==> config.mk <==
export PLATFORM = sky130hd
export DESIGN_NAME = execute_pipe_flat
export DESIGN_NICKNAME = d
export VERILOG_FILES = /design/src/rtl/execute_pipe_if.sv /design/src/rtl/execute_pipe.sv /design/src/flat_wrapper.sv
export SDC_FILE = /design/constraint.sdc
export NUM_CORES = 1
export LEC_CHECK = 0
export CAP_MARGIN = 30
export CELL_PAD_IN_SITES_DETAIL_PLACEMENT = 0
export CELL_PAD_IN_SITES_GLOBAL_PLACEMENT = 1
export CORE_ASPECT_RATIO = 0.8
export CORE_UTILIZATION = 41
export CTS_BUF_LIST = sky130_fd_sc_hd__clkbuf_16
export DETAILED_ROUTE_END_ITERATION = 8
export GPL_TIMING_DRIVEN = 1
export PLACE_DENSITY_LB_ADDON = 0.3
export SYNTH_ARGS = -nofsm -noshare
export SYNTH_HDL_FRONTEND = slang
export SYNTH_SLANG_ARGS = --single-unit
==> constraint.sdc <==
create_clock -name clk -period 5.46 [get_ports clk]
set_input_delay 0.546 -clock clk [delete_from_list [all_inputs] [get_ports clk]]
set_output_delay 0.546 -clock clk [all_outputs]
set_load 0.01 [all_outputs]
==> src/rtl/execute_pipe_if.sv <==
// execute_pipe_if: execute-stage inputs and memory-stage outputs of execute_pipe.
// The slave modport is the pipeline stage; master is whoever drives decode/execute.
interface execute_pipe_if;
    logic [31:0] RD1E;
    logic [31:0] RD2E;
    logic [31:0] ImmExtE;
    logic [3:0]  WA3E;
    logic        PCSrcE;
    logic        RegWriteE;
    logic        MemtoRegE;
    logic        MemWriteE;
    logic        ALUSrcE;
    logic        FlagWriteE;
    logic [2:0]  ALUControlE;
    logic [3:0]  CondE;
    logic        StallM;
    logic        FlushM;
    logic [31:0] ALUResultM;
    logic [31:0] WriteDataM;
    logic [3:0]  WA3M;
    logic        PCSrcM;
    logic        RegWriteM;
    logic        MemtoRegM;
    logic        MemWriteM;
    logic [3:0]  FlagsOut;

    modport slave (
        input  RD1E, RD2E, ImmExtE, WA3E,
        input  PCSrcE, RegWriteE, MemtoRegE, MemWriteE, ALUSrcE, FlagWriteE,
        input  ALUControlE, CondE, StallM, FlushM,
        output ALUResultM, WriteDataM, WA3M,
        output PCSrcM, RegWriteM, MemtoRegM, MemWriteM, FlagsOut
    );

    modport master (
        output RD1E, RD2E, ImmExtE, WA3E,
        output PCSrcE, RegWriteE, MemtoRegE, MemWriteE, ALUSrcE, FlagWriteE,
        output ALUControlE, CondE, StallM, FlushM,
        input  ALUResultM, WriteDataM, WA3M,
        input  PCSrcM, RegWriteM, MemtoRegM, MemWriteM, FlagsOut
    );
endinterface

==> src/rtl/execute_pipe.sv <==
// execute_pipe: ARM-style execute stage -- ALU, NZCV flag register and the
// execute/memory pipeline register with stall and flush.
// Conditional execution is compiled in only when EXEC_COND_EN is defined;
// without it every instruction executes and CondE is ignored.
module execute_pipe (
    input logic           clk,
    input logic           reset,
    execute_pipe_if.slave bus
);
    logic [31:0] src_a;
    logic [31:0] src_b;
    logic [31:0] alu_result;
    logic [32:0] sum;
    logic        flag_c;
    logic        flag_v;
    logic [3:0]  flags_new;
    logic        cond_ex;
    logic        flag_we;

    logic [3:0]  flags_q;
    logic [31:0] alu_result_q;
    logic [31:0] write_data_q;
    logic [3:0]  wa3_q;
    logic        pcsrc_q;
    logic        regwrite_q;
    logic        memtoreg_q;
    logic        memwrite_q;

    // ALU and candidate flags; C and V carry over unless the op is ADD/SUB
    always_comb begin
        src_a      = bus.RD1E;
        src_b      = bus.ALUSrcE ? bus.ImmExtE : bus.RD2E;
        sum        = 33'd0;
        alu_result = 32'd0;
        flag_c     = flags_q[1];
        flag_v     = flags_q[0];
        case (bus.ALUControlE)
            3'b000: begin
                sum        = {1'b0, src_a} + {1'b0, src_b};
                alu_result = sum[31:0];
                flag_c     = sum[32];
                flag_v     = (src_a[31] == src_b[31]) && (alu_result[31] != src_a[31]);
            end
            3'b001: begin
                // A + ~B + 1 so the carry-out reads as "no borrow"
                sum        = {1'b0, src_a} + {1'b0, ~src_b} + 33'd1;
                alu_result = sum[31:0];
                flag_c     = sum[32];
                flag_v     = (src_a[31] != src_b[31]) && (alu_result[31] != src_a[31]);
            end
            3'b010: alu_result = src_a & src_b;
            3'b011: alu_result = src_a | src_b;
            3'b100: alu_result = src_a ^ src_b;
            3'b101: alu_result = src_b;
            3'b110: alu_result = src_a << src_b[4:0];
            3'b111: alu_result = src_a >> src_b[4:0];
        endcase
        flags_new = {alu_result[31], alu_result == 32'd0, flag_c, flag_v};
    end

`ifdef EXEC_COND_EN
    logic n_flag;
    logic z_flag;
    logic c_flag;
    logic v_flag;

    assign {n_flag, z_flag, c_flag, v_flag} = flags_q;

    // Condition check against the flags as they stand before this instruction
    always_comb begin
        cond_ex = 1'b1;
        case (bus.CondE)
            4'b0000: cond_ex = z_flag;
            4'b0001: cond_ex = ~z_flag;
            4'b0010: cond_ex = c_flag;
            4'b0011: cond_ex = ~c_flag;
            4'b0100: cond_ex = n_flag;
            4'b0101: cond_ex = ~n_flag;
            4'b0110: cond_ex = v_flag;
            4'b0111: cond_ex = ~v_flag;
            4'b1000: cond_ex = c_flag & ~z_flag;
            4'b1001: cond_ex = ~c_flag | z_flag;
            4'b1010: cond_ex = (n_flag == v_flag);
            4'b1011: cond_ex = (n_flag != v_flag);
            4'b1100: cond_ex = ~z_flag & (n_flag == v_flag);
            4'b1101: cond_ex = z_flag | (n_flag != v_flag);
            default: cond_ex = 1'b1;
        endcase
    end
`else
    logic unused_cond;

    assign unused_cond = ^bus.CondE;
    assign cond_ex     = 1'b1;
`endif

    assign flag_we = bus.FlagWriteE & cond_ex & ~bus.StallM & ~bus.FlushM;

    // NZCV register: written only by an advancing, condition-passing flag setter
    always_ff @(posedge clk) begin
        if (reset) begin
            flags_q <= 4'b0000;
        end else if (flag_we) begin
            flags_q <= flags_new;
        end
    end

    // Execute/memory register: flush bubbles the controls, stall holds everything
    always_ff @(posedge clk) begin
        if (reset) begin
            alu_result_q <= 32'd0;
            write_data_q <= 32'd0;
            wa3_q        <= 4'd0;
            pcsrc_q      <= 1'b0;
            regwrite_q   <= 1'b0;
            memtoreg_q   <= 1'b0;
            memwrite_q   <= 1'b0;
        end else if (bus.FlushM) begin
            pcsrc_q      <= 1'b0;
            regwrite_q   <= 1'b0;
            memtoreg_q   <= 1'b0;
            memwrite_q   <= 1'b0;
        end else if (!bus.StallM) begin
            alu_result_q <= alu_result;
            write_data_q <= bus.RD2E;
            wa3_q        <= bus.WA3E;
            pcsrc_q      <= bus.PCSrcE & cond_ex;
            regwrite_q   <= bus.RegWriteE & cond_ex;
            memtoreg_q   <= bus.MemtoRegE;
            memwrite_q   <= bus.MemWriteE & cond_ex;
        end
    end

    assign bus.ALUResultM = alu_result_q;
    assign bus.WriteDataM = write_data_q;
    assign bus.WA3M       = wa3_q;
    assign bus.PCSrcM     = pcsrc_q;
    assign bus.RegWriteM  = regwrite_q;
    assign bus.MemtoRegM  = memtoreg_q;
    assign bus.MemWriteM  = memwrite_q;
    assign bus.FlagsOut   = flags_q;
endmodule

==> src/flat_wrapper.sv <==
// flat-port wrapper written by rule: the top's interface ports become plain ports
module execute_pipe_flat 
  (clk, reset, bus_RD1E, bus_RD2E, bus_ImmExtE, bus_WA3E, bus_PCSrcE, bus_RegWriteE, bus_MemtoRegE, bus_MemWriteE, bus_ALUSrcE, bus_FlagWriteE, bus_ALUControlE, bus_CondE, bus_StallM, bus_FlushM, bus_ALUResultM, bus_WriteDataM, bus_WA3M, bus_PCSrcM, bus_RegWriteM, bus_MemtoRegM, bus_MemWriteM, bus_FlagsOut);
  execute_pipe_if bus_i ();
  input logic clk;
  input logic reset;
  input wire logic [$bits(bus_i.RD1E)-1:0] bus_RD1E;
  input wire logic [$bits(bus_i.RD2E)-1:0] bus_RD2E;
  input wire logic [$bits(bus_i.ImmExtE)-1:0] bus_ImmExtE;
  input wire logic [$bits(bus_i.WA3E)-1:0] bus_WA3E;
  input wire logic [$bits(bus_i.PCSrcE)-1:0] bus_PCSrcE;
  input wire logic [$bits(bus_i.RegWriteE)-1:0] bus_RegWriteE;
  input wire logic [$bits(bus_i.MemtoRegE)-1:0] bus_MemtoRegE;
  input wire logic [$bits(bus_i.MemWriteE)-1:0] bus_MemWriteE;
  input wire logic [$bits(bus_i.ALUSrcE)-1:0] bus_ALUSrcE;
  input wire logic [$bits(bus_i.FlagWriteE)-1:0] bus_FlagWriteE;
  input wire logic [$bits(bus_i.ALUControlE)-1:0] bus_ALUControlE;
  input wire logic [$bits(bus_i.CondE)-1:0] bus_CondE;
  input wire logic [$bits(bus_i.StallM)-1:0] bus_StallM;
  input wire logic [$bits(bus_i.FlushM)-1:0] bus_FlushM;
  output wire logic [$bits(bus_i.ALUResultM)-1:0] bus_ALUResultM;
  output wire logic [$bits(bus_i.WriteDataM)-1:0] bus_WriteDataM;
  output wire logic [$bits(bus_i.WA3M)-1:0] bus_WA3M;
  output wire logic [$bits(bus_i.PCSrcM)-1:0] bus_PCSrcM;
  output wire logic [$bits(bus_i.RegWriteM)-1:0] bus_RegWriteM;
  output wire logic [$bits(bus_i.MemtoRegM)-1:0] bus_MemtoRegM;
  output wire logic [$bits(bus_i.MemWriteM)-1:0] bus_MemWriteM;
  output wire logic [$bits(bus_i.FlagsOut)-1:0] bus_FlagsOut;
  assign bus_i.RD1E = bus_RD1E;
  assign bus_i.RD2E = bus_RD2E;
  assign bus_i.ImmExtE = bus_ImmExtE;
  assign bus_i.WA3E = bus_WA3E;
  assign bus_i.PCSrcE = bus_PCSrcE;
  assign bus_i.RegWriteE = bus_RegWriteE;
  assign bus_i.MemtoRegE = bus_MemtoRegE;
  assign bus_i.MemWriteE = bus_MemWriteE;
  assign bus_i.ALUSrcE = bus_ALUSrcE;
  assign bus_i.FlagWriteE = bus_FlagWriteE;
  assign bus_i.ALUControlE = bus_ALUControlE;
  assign bus_i.CondE = bus_CondE;
  assign bus_i.StallM = bus_StallM;
  assign bus_i.FlushM = bus_FlushM;
  assign bus_ALUResultM = bus_i.ALUResultM;
  assign bus_WriteDataM = bus_i.WriteDataM;
  assign bus_WA3M = bus_i.WA3M;
  assign bus_PCSrcM = bus_i.PCSrcM;
  assign bus_RegWriteM = bus_i.RegWriteM;
  assign bus_MemtoRegM = bus_i.MemtoRegM;
  assign bus_MemWriteM = bus_i.MemWriteM;
  assign bus_FlagsOut = bus_i.FlagsOut;
  execute_pipe u_core (.clk(clk), .reset(reset), .bus(bus_i));
endmodule
==> results of run 1 <==
## flip-flops by register name, indices dropped and copies added (netlist names)
signal                 count
u_core.bus.FlagsOut        4
u_core.bus.ALUResultM     32
u_core.bus.RegWriteM       1
u_core.bus.MemtoRegM       1
u_core.bus.WA3M            4
u_core.bus.WriteDataM     32
u_core.bus.PCSrcM          1
u_core.bus.MemWriteM       1
## worst paths after layout
| kind | from | to | slack, ns | cells past startpoint |
|---|---|---|---|---|
| min | u_core.bus.WA3M[1] | u_core.bus.WA3M[1] | 0.45 | 2 |
| max reg2reg | u_core.bus.ALUResultM[3] | u_core.bus.ALUResultM[3] | 4.71 | 2 |
| max | bus_RD2E[0] | u_core.bus.FlagsOut[2] | 0.30 | 18 |
| min reg2reg | u_core.bus.WA3M[1] | u_core.bus.WA3M[1] | 0.45 | 2 |
## layout make-up
cell class,count,area [sq um],share of cell area
inverter,105,399.1,0.02606
timing repair buffer,301,2740,0.1789
clock inverter,7,45.04,0.002941
multi-input combinational,1341,9913,0.6473
sequential,76,1521,0.09934
tap,377,471.7,0.03080
clock buffer,9,225.2,0.01470
## metal layers
metal,wire length [microns],global-route usage
met4,1726,0.1031
met1,26830,0.5616
met2,23420,0.5199
met5,0,0
met3,8922,0.1586
## kinds of logic after synthesis
family / count (synthesis) / synth area share
DFF: 76 / 0.1238
muxes: 154 / 0.1783
adders and majority gates: 123 / 0.1264
buffers and inverters: 212 / 0.07165
AOI/OAI and AO/OA: 512 / 0.2772
and+or+nand+nor: 514 / 0.1956
xor gates and xnor gates: 38 / 0.02707
## where the power goes
part | switching [W] | internal (W) | total (W) | leakage, nW
Combinational | 0.00110 | 0.000697 | 0.00179 | 5.62
Sequential | 0.0000160 | 0.000585 | 0.000601 | 0.623
Clock | 0.000243 | 0.000305 | 0.000548 | 0.130
## critical path, cell delays in order
cell	delay [ns]
clkdlybuf4s50_1	0.46
mux2i_4	0.29
inv_6	0.04
ha_1	0.22
fa_1	0.47
o21bai_1	0.27
a2111oi_0	0.25
or4b_2	0.70
buf_4	0.17
a211oi_1	0.34
o31ai_1	0.24
o211a_1	0.27
nor4_1	0.28
buf_4	0.18
o2111ai_1	0.11
nor4_1	0.27
nand4_1	0.16
o21ai_1	0.14
## layout by cell type (no fill, tap or decap), types with 12 or more instances in the layout
| master | n |
|---|---|
| a211o_1 | 12 |
| a211oi_1 | 39 |
| a21o_1 | 14 |
| a21oi_1 | 158 |
| a221oi_1 | 16 |
| a31oi_1 | 15 |
| buf_4 | 111 |
| clkdlybuf4s50_1 | 185 |
| dfxtp_1 | 76 |
| ha_1 | 121 |
| inv_1 | 101 |
| mux2i_1 | 98 |
| mux4_2 | 36 |
| nand2_1 | 186 |
| nand2b_1 | 22 |
| nand3_1 | 25 |
| nor2_1 | 134 |
| nor2b_1 | 25 |
| nor3_1 | 43 |
| nor4_1 | 13 |
| o211ai_1 | 19 |
| o21ai_0 | 64 |
| o221ai_1 | 18 |
| o22ai_1 | 37 |
| o31ai_1 | 17 |
| xnor2_1 | 26 |
| xor2_1 | 12 |
## through the flow
step                      cell area, sq um  hold WS (ns)
after CTS                            15320        0.4543
after global placement               15050        0.4416
after global routing                 15320        0.4749
final                                15320        0.4528
after floorplan                      12290        0.4805
after detailed placement             15050        0.4462
==> metrics.cfg, run 1 <==
[cells_and_area]
final_cells = 2216
final_core_util = 0.5205
drive_above_1_share = 0.1136
fillers = 2881
nNetsFinal = 2074
area_growth_pct = 24.58
diodes = 0

[detailed_routing]
drt-pass1-iter-count = 8
routed-via-count = 14380
routed_wirelength_microns = 60900
final_antenna_net_count = 0
remaining_drc_errors = 0
drt-vias-per-instance = 6.489
wire_per_inst_microns = 27.48
first_iter_violations = 1858

[timing]
skew_ns = 0
hold_viol = 0
setup_slack_ns = 0.3042
worst_pin_slew_ns = 1.044
setup_viol = 0
maxSlewViolCount = 0
fin_setup_tns_ns = 0
max_slew_margin = 0.2858
min_period_over_period = 0.9443
rsz0062_at_grt = false
layout_min_cycle_time_ns = 5.156
max_freq_mhz = 194.0

[global_route]
grt_pass1_vias = 13050
grt_use_total = 0.3892
grt_pass1_wl_microns = 87400
antenna_found_initial = 2
grt_max_degree = 83
grt_overflow = 0

[worst_setup_path]
critPathRequiredTime_ns = 5.73
crit_type = in -> reg
crit_fanout = 2
critPathLaunchType = primary input
worst_ep_arrival_time_ns = 5.42
endpoint_kind = register

[yosys]
synth_top_area_frac = 0.1238
yosys-top-cells-area = dfxtp_1 (12%), ha_1 (12%), mux2i_1 (8.1%)
yosysMostFrequentCell = nand2_1
ys_dominant_reg_cell = dfxtp_1
synth_area_leader_cell = dfxtp_1
ys_types = 82
syn_nets = 1869
avgSynthCellArea_sq_um = 7.547
synthTopCellsByCount = nand2_1 (186), a21oi_1 (158), nor2_1 (135)
synth_cells = 1629
synth-warning-count = 0
async_reset_ff_frac = 0
ys_seq_area_frac = 0.1238
syn_area_sq_um = 12290
ys_ff_latch = 76
synth_edf_count = 0

[floorplanning]
rows = 56
io_pins = 193
core_area_sq_um = 29430
start_util = 0.4178
die_y_microns = 156.9
die_width_microns = 195.6
die_area_sq_um = 30690

[power]
ir_drop_uv = 154.8
powerDensity_nw_per_um2 = 192.2
p_leak_nw = 6.377
power_w = 0.002944

[worst_hold_path]
min_path_type = reg -> reg

[place]
globalplace.congestion = 1.134
io_buffers = 188
dp.final_hpwl_microns = 48950
dp_slack_ns = 0.04006
dpl.cell_count = 2200

[cts]
clkLatencyLatePin_ns = 0.33
cts_resized = 0
postCtsHoldBufs = 0
cts_buffers = 9
htreeDepth = 3
cts.sinks = 76
clockBufferDepth = 2
clk_pin_slew_worst_paths_ns = 0.06
cts_setup_buffers = 0
root_buffer = clkbuf_16
cts_tree = built

[status]
status = complete, no violations

[job]
max_cap_viol_count = 0

(Power assumes the default switching activity.)
==> inputs of run 2 (changes only) <==
--- a/config.mk
+++ b/config.mk
@@ -9,11 +9,12 @@
 export CELL_PAD_IN_SITES_DETAIL_PLACEMENT = 0
 export CELL_PAD_IN_SITES_GLOBAL_PLACEMENT = 1
 export CORE_ASPECT_RATIO = 0.8
-export CORE_UTILIZATION = 41
+export CORE_UTILIZATION = 40
 export CTS_BUF_LIST = sky130_fd_sc_hd__clkbuf_16
 export DETAILED_ROUTE_END_ITERATION = 8
 export GPL_TIMING_DRIVEN = 1
 export PLACE_DENSITY_LB_ADDON = 0.3
+export SLEW_MARGIN = 30
 export SYNTH_ARGS = -nofsm -noshare
 export SYNTH_HDL_FRONTEND = slang
 export SYNTH_SLANG_ARGS = --single-unit
==> metrics.cfg, run 2 (synthesis results as in run 1) <==
[status]
status = complete, no violations

[detailed_routing]
wl_met2_microns = 23520
remaining_drc_errors = 0
final_antenna_net_count = 0
highest_layer = met4
drt-vias-per-instance = 6.402
met1Wirelength_microns = 27380
routed-via-count = 14400
wire_per_inst_microns = 27.10
wl_met3_microns = 8301
drt-pass1-iter-count = 6
first_iter_violations = 1894
routed_wirelength_microns = 60980

[global_route]
grt_use_total = 0.3822
grt_max_degree = 83
grt_pass1_wl_microns = 89030
grt_pass1_vias = 13170
grt_overflow = 0
antenna_found_initial = 0

[cells_and_area]
area_growth_pct = 25.40
layout_commonest_cell = nand2_1
diodes = 0
final_core_util = 0.5086
nNetsFinal = 2072
drive_above_1_share = 0.1132
final_cell_mix = nand2_1 (186), clkdlybuf4s50_1 (185), a21oi_1 (158), nor2_1 (134), ha_1 (121)

[cts]
cts_resized = 0
htreeDepth = 3
clk_pin_slew_worst_paths_ns = 0.06
cts_tree = built
cts_buffers = 9
cts.sinks = 76
root_buffer = clkbuf_16
clockBufferDepth = 2
cts_setup_buffers = 0
clkLatencyLatePin_ns = 0.33
postCtsHoldBufs = 0

[power]
p_clk_frac = 0.224
pwr-share-comb = 0.580
powerDensity_nw_per_um2 = 199.3
swShare = 0.4397
pwr-share-seq = 0.196
internal_power_w = 0.001721
p_leak_nw = 6.399
p_switching_w = 0.001351
ir_drop_uv = 177.4

[worst_setup_path]
worst_ep_arrival_time_ns = 5.47
crit_fanout = 3
crit_type = in -> reg
critPathLaunchType = primary input
endpoint_kind = register
critPathRequiredTime_ns = 5.74

[floorplanning]
die_y_microns = 158.8
die_width_microns = 198.0
rows = 57
die_area_sq_um = 31450
start_util = 0.4056
core_area_sq_um = 30310
io_pins = 193

[timing]
rsz0062_at_grt = false
fin_hold_ws_ns = 0.4510
max_freq_mhz = 192.5
layout_min_cycle_time_ns = 5.195
hold_viol = 0
setup_viol = 0
max_slew_margin = 0.2925
min_period_over_period = 0.9514
maxSlewViolCount = 0
worst_pin_slew_ns = 1.061
skew_ns = 0

[job]
max_cap_viol_count = 0

[worst_hold_path]
min_path_type = reg -> reg

[place]
io_buffers = 188
globalplace.congestion = 1.145
dp.final_hpwl_microns = 49050

## run 2: layer usage
metal | up-vias | global-route usage
met3 | 92 | 0.1296
met5 | - | 0
met2 | 886 | 0.5114
met1 | 6971 | 0.5696
li1 | 6455 | -
met4 | 0 | 0.09937
## run 2: path summary, 6_finish.rpt
kind,from,endpoint,slack [ns],cells after the start
setup / recovery,bus_RD2E[0],u_core.bus.FlagsOut[2],0.27,18
hold / removal,u_core.bus.WriteDataM[0],u_core.bus.WriteDataM[0],0.45,2
hold reg to reg,u_core.bus.WriteDataM[0],u_core.bus.WriteDataM[0],0.45,2
setup reg to reg,u_core.bus.ALUResultM[24],u_core.bus.ALUResultM[24],4.73,2
## run 2: power by group through the flow
stage,registers [W],clock network [W],logic [W]
after detailed placement,0.000614,0,0.00171
final,0.000602,0.000689,0.00178
after floorplan,0.000627,0,0.000987
after global routing,0.000605,0.000725,0.00186
after CTS,0.000602,0.000697,0.00172
after global placement,0.000612,0,0.00170
## run 2: through the flow
step | cell area, sq um | cells | setup slack [ns] | power [W] | setup TNS (ns)
4_1_cts | 15420 | 2250 | 0.2811 | 0.003014 | 0
2_1_floorplan | 12290 | 1629 | 0.6819 | 0.001614 | 0
3_3_place_gp | 15080 | 2234 | 0.05304 | 0.002317 | 0
5_1_grt | 15420 | 2250 | 0.08527 | 0.003193 | 0
3_5_place_dp | 15080 | 2234 | -0.05612 | 0.002321 | -0.05612
6_report | 15420 | 2250 | 0.2655 | 0.003073 | 0
## run 2: final cells by class
| class | count | area (sq um) |
|---|---|---|
| tap | 413 | 516.7 |
| clock buffer | 9 | 225.2 |
| fill | 3043 | 14890 |
| sequential | 76 | 1521 |
| inverter | 105 | 399.1 |
| timing repair buffer | 299 | 2725 |
| multi-input combinational | 1341 | 9916 |
| clock inverter | 7 | 113.9 |
## run 2: critical path: stages
cell             delay (ns)
clkdlybuf4s50_1        0.46
mux2i_4                0.29
inv_6                  0.04
ha_1                   0.22
fa_1                   0.46
o21bai_1               0.32
a2111oi_0              0.26
or4b_2                 0.71
buf_4                  0.17
a211oi_1               0.35
o31ai_1                0.22
o211a_1                0.27
nor4_1                 0.28
buf_4                  0.18
o2111ai_1              0.11
nor4_1                 0.26
nand4_1                0.16
o21ai_1                0.15
==> inputs of run 3 (changes only) <==
--- a/config.mk
+++ b/config.mk
@@ -5,10 +5,12 @@
 export SDC_FILE = /design/constraint.sdc
 export NUM_CORES = 1
 export LEC_CHECK = 0
+export ABC_CLOCK_PERIOD_IN_PS = 5460
 export CAP_MARGIN = 30
 export CELL_PAD_IN_SITES_DETAIL_PLACEMENT = 0
 export CELL_PAD_IN_SITES_GLOBAL_PLACEMENT = 1
 export CORE_ASPECT_RATIO = 0.8
+export CORE_MARGIN = 2
 export CORE_UTILIZATION = 40
 export CTS_BUF_LIST = sky130_fd_sc_hd__clkbuf_16
 export DETAILED_ROUTE_END_ITERATION = 8
==> metrics.cfg, run 3 (synthesis results as in run 1) <==
[cells_and_area]
final_cell_mix = nand2_1 (186), clkdlybuf4s50_1 (185), a21oi_1 (158), nor2_1 (134), ha_1 (121)
fillers = 3025
nNetsFinal = 2075
area_growth_pct = 25.15
final_cell_area_sq_um = 15390
layout_commonest_cell = nand2_1
final_core_util = 0.5076
drive_above_1_share = 0.1158

[cts]
clkLatencyLatePin_ns = 0.34
cts_setup_buffers = 0
postCtsHoldBufs = 0
cts_tree = built
cts.sinks = 76
cts_resized = 0
clk_pin_slew_worst_paths_ns = 0.07
clockBufferDepth = 2
root_buffer = clkbuf_16
htreeDepth = 3
cts_buffers = 9

[global_route]
grt_pass1_wl_microns = 89570
antenna_found_initial = 0
grt_use_total = 0.3796
grt_overflow = 0
grt_pass1_vias = 13080
grt_max_degree = 83

[detailed_routing]
routed-via-count = 14320
wire_per_inst_microns = 27.45
drt-vias-per-instance = 6.351
drt-pass1-iter-count = 6
remaining_drc_errors = 0
routed_wirelength_microns = 61880
first_iter_violations = 2134
final_antenna_net_count = 0

[floorplanning]
die_y_microns = 160.8
die_width_microns = 200.0
start_util = 0.4056
rows = 57
io_pins = 193
die_area_sq_um = 32160
core_area_sq_um = 30310

[timing]
worst_pin_slew_ns = 1.094
max_slew_margin = 0.2707
layout_min_cycle_time_ns = 5.168
maxSlewViolCount = 0
max_freq_mhz = 193.5
skew_ns = 0
rsz0062_at_grt = false
setup_slack_ns = 0.2921
fin_setup_tns_ns = 0
hold_viol = 0
setup_viol = 0
min_period_over_period = 0.9465

[worst_hold_path]
min_path_type = reg -> reg
min_from = u_core.bus.WriteDataM[0]
min_to = u_core.bus.WriteDataM[0]
min_delay_path_depth = 2

[worst_setup_path]
critPathLaunchType = primary input
worst_ep_arrival_time_ns = 5.44
path_buf_inv = 4
crit_type = in -> reg
cpLargestDelayFamily = compound AO/OA/AOI/OAI gates
critPathRequiredTime_ns = 5.73
crit_fanout = 2
reg2reg_to = u_core.bus.ALUResultM[21]
crit_chain = clkdlybuf4s50_1 -> mux2i_4 -> inv_6 -> ha_1 -> fa_1 -> o21bai_1 -> a2111oi_1 -> or4b_2 -> buf_4 -> a211oi_1 -> o31ai_1 -> o211a_1 -> nor4_1 -> buf_4 -> o2111ai_1 -> nor4_1 -> nand4_1 -> o21ai_1
worstReg2RegStart = u_core.bus.ALUResultM[21]
endpoint_kind = register
max_stage_delay_ns = 0.67
r2r_cells = 2
regToRegSetupSlack_ns = 4.73
cp-startpoint = bus_RD2E[0]
slowest_stage = or4b_2

[place]
dp_slack_ns = -0.06103
globalplace.congestion = 1.084
io_buffers = 188
placed_cell_area_sq_um = 15100
dp.final_hpwl_microns = 49820

[power]
p_clk_frac = 0.194
ir_drop_uv = 157.2
pwr-share-seq = 0.202
p_leak_nw = 6.390
swShare = 0.4616
internal_power_w = 0.001601
power_w = 0.002974
p_switching_w = 0.001373
powerDensity_nw_per_um2 = 193.3
pwr-share-comb = 0.604

[status]
status = complete, no violations

[job]
max_cap_viol_count = 0

run 3: changes by cell type in the layout (fill, tap and decap cells not counted), moves of 2 or more:
cell / before / now
buf_4: 109 / 112
inv_6: 2 / 5
bufinv_16: 3 / 0
clkinv_1: 2 / 0
run 3: final cells by class:
| type | instances | area [sq um] | area share |
|---|---|---|---|
| Antenna cell | 1 | 2.502 | 0.0001626 |
| Clock buffer | 9 | 225.2 | 0.01464 |
| Clock inverter | 7 | 56.30 | 0.003659 |
| Inverter | 105 | 399.1 | 0.02594 |
| Multi-Input combinational cell | 1341 | 9917 | 0.6445 |
| Sequential cell | 76 | 1521 | 0.09889 |
| Tap cell | 413 | 516.7 | 0.03359 |
| Timing Repair Buffer | 302 | 2748 | 0.1786 |
run 3: how the worst max path moves through the flow:
stage | cells past startpoint | to
4_1_cts | 18 | u_core.bus.FlagsOut[2]
3_3_place_gp | 18 | u_core.bus.FlagsOut[2]
3_5_place_dp | 18 | u_core.bus.FlagsOut[2]
2_1_floorplan | 16 | u_core.bus.FlagsOut[2]
5_1_grt | 18 | u_core.bus.FlagsOut[2]
6_report | 18 | u_core.bus.FlagsOut[2]
run 3: layer usage:
layer	GRT usage	wire, microns	vias to the layer above
met2	0.5074	24220	862
li1	-	-	6457
met1	0.5853	27990	6918
met5	0	0	-
met4	0.09630	1700	0
met3	0.1046	7968	79
run 3: per-stage QoR:
stage               hold WS [ns]  instances
floorplan                 0.4805       1629
global placement          0.4407       2237
detailed placement        0.4461       2237
CTS                       0.4547       2253
global route              0.4724       2253
finish                    0.4540       2254
run 3: tightest hold or removal path: cells and delay by family, from the launching register on:
| family | cells | cell delay (ns) |
|---|---|---|
| AO/OA/AOI/OAI | 1 | 0.05 |
| AND/OR/NAND/NOR | 1 | 0.05 |
| flip-flops | 1 | 0.31 |
run 3: power groups by stage:
stage,Clock (W),Combinational (W),Sequential (W)
after global routing,0.000610,0.00189,0.000605
after detailed placement,0,0.00172,0.000614
after CTS,0.000583,0.00173,0.000602
final,0.000577,0.00180,0.000602
after floorplan,0,0.000987,0.000627
after global placement,0,0.00173,0.000613
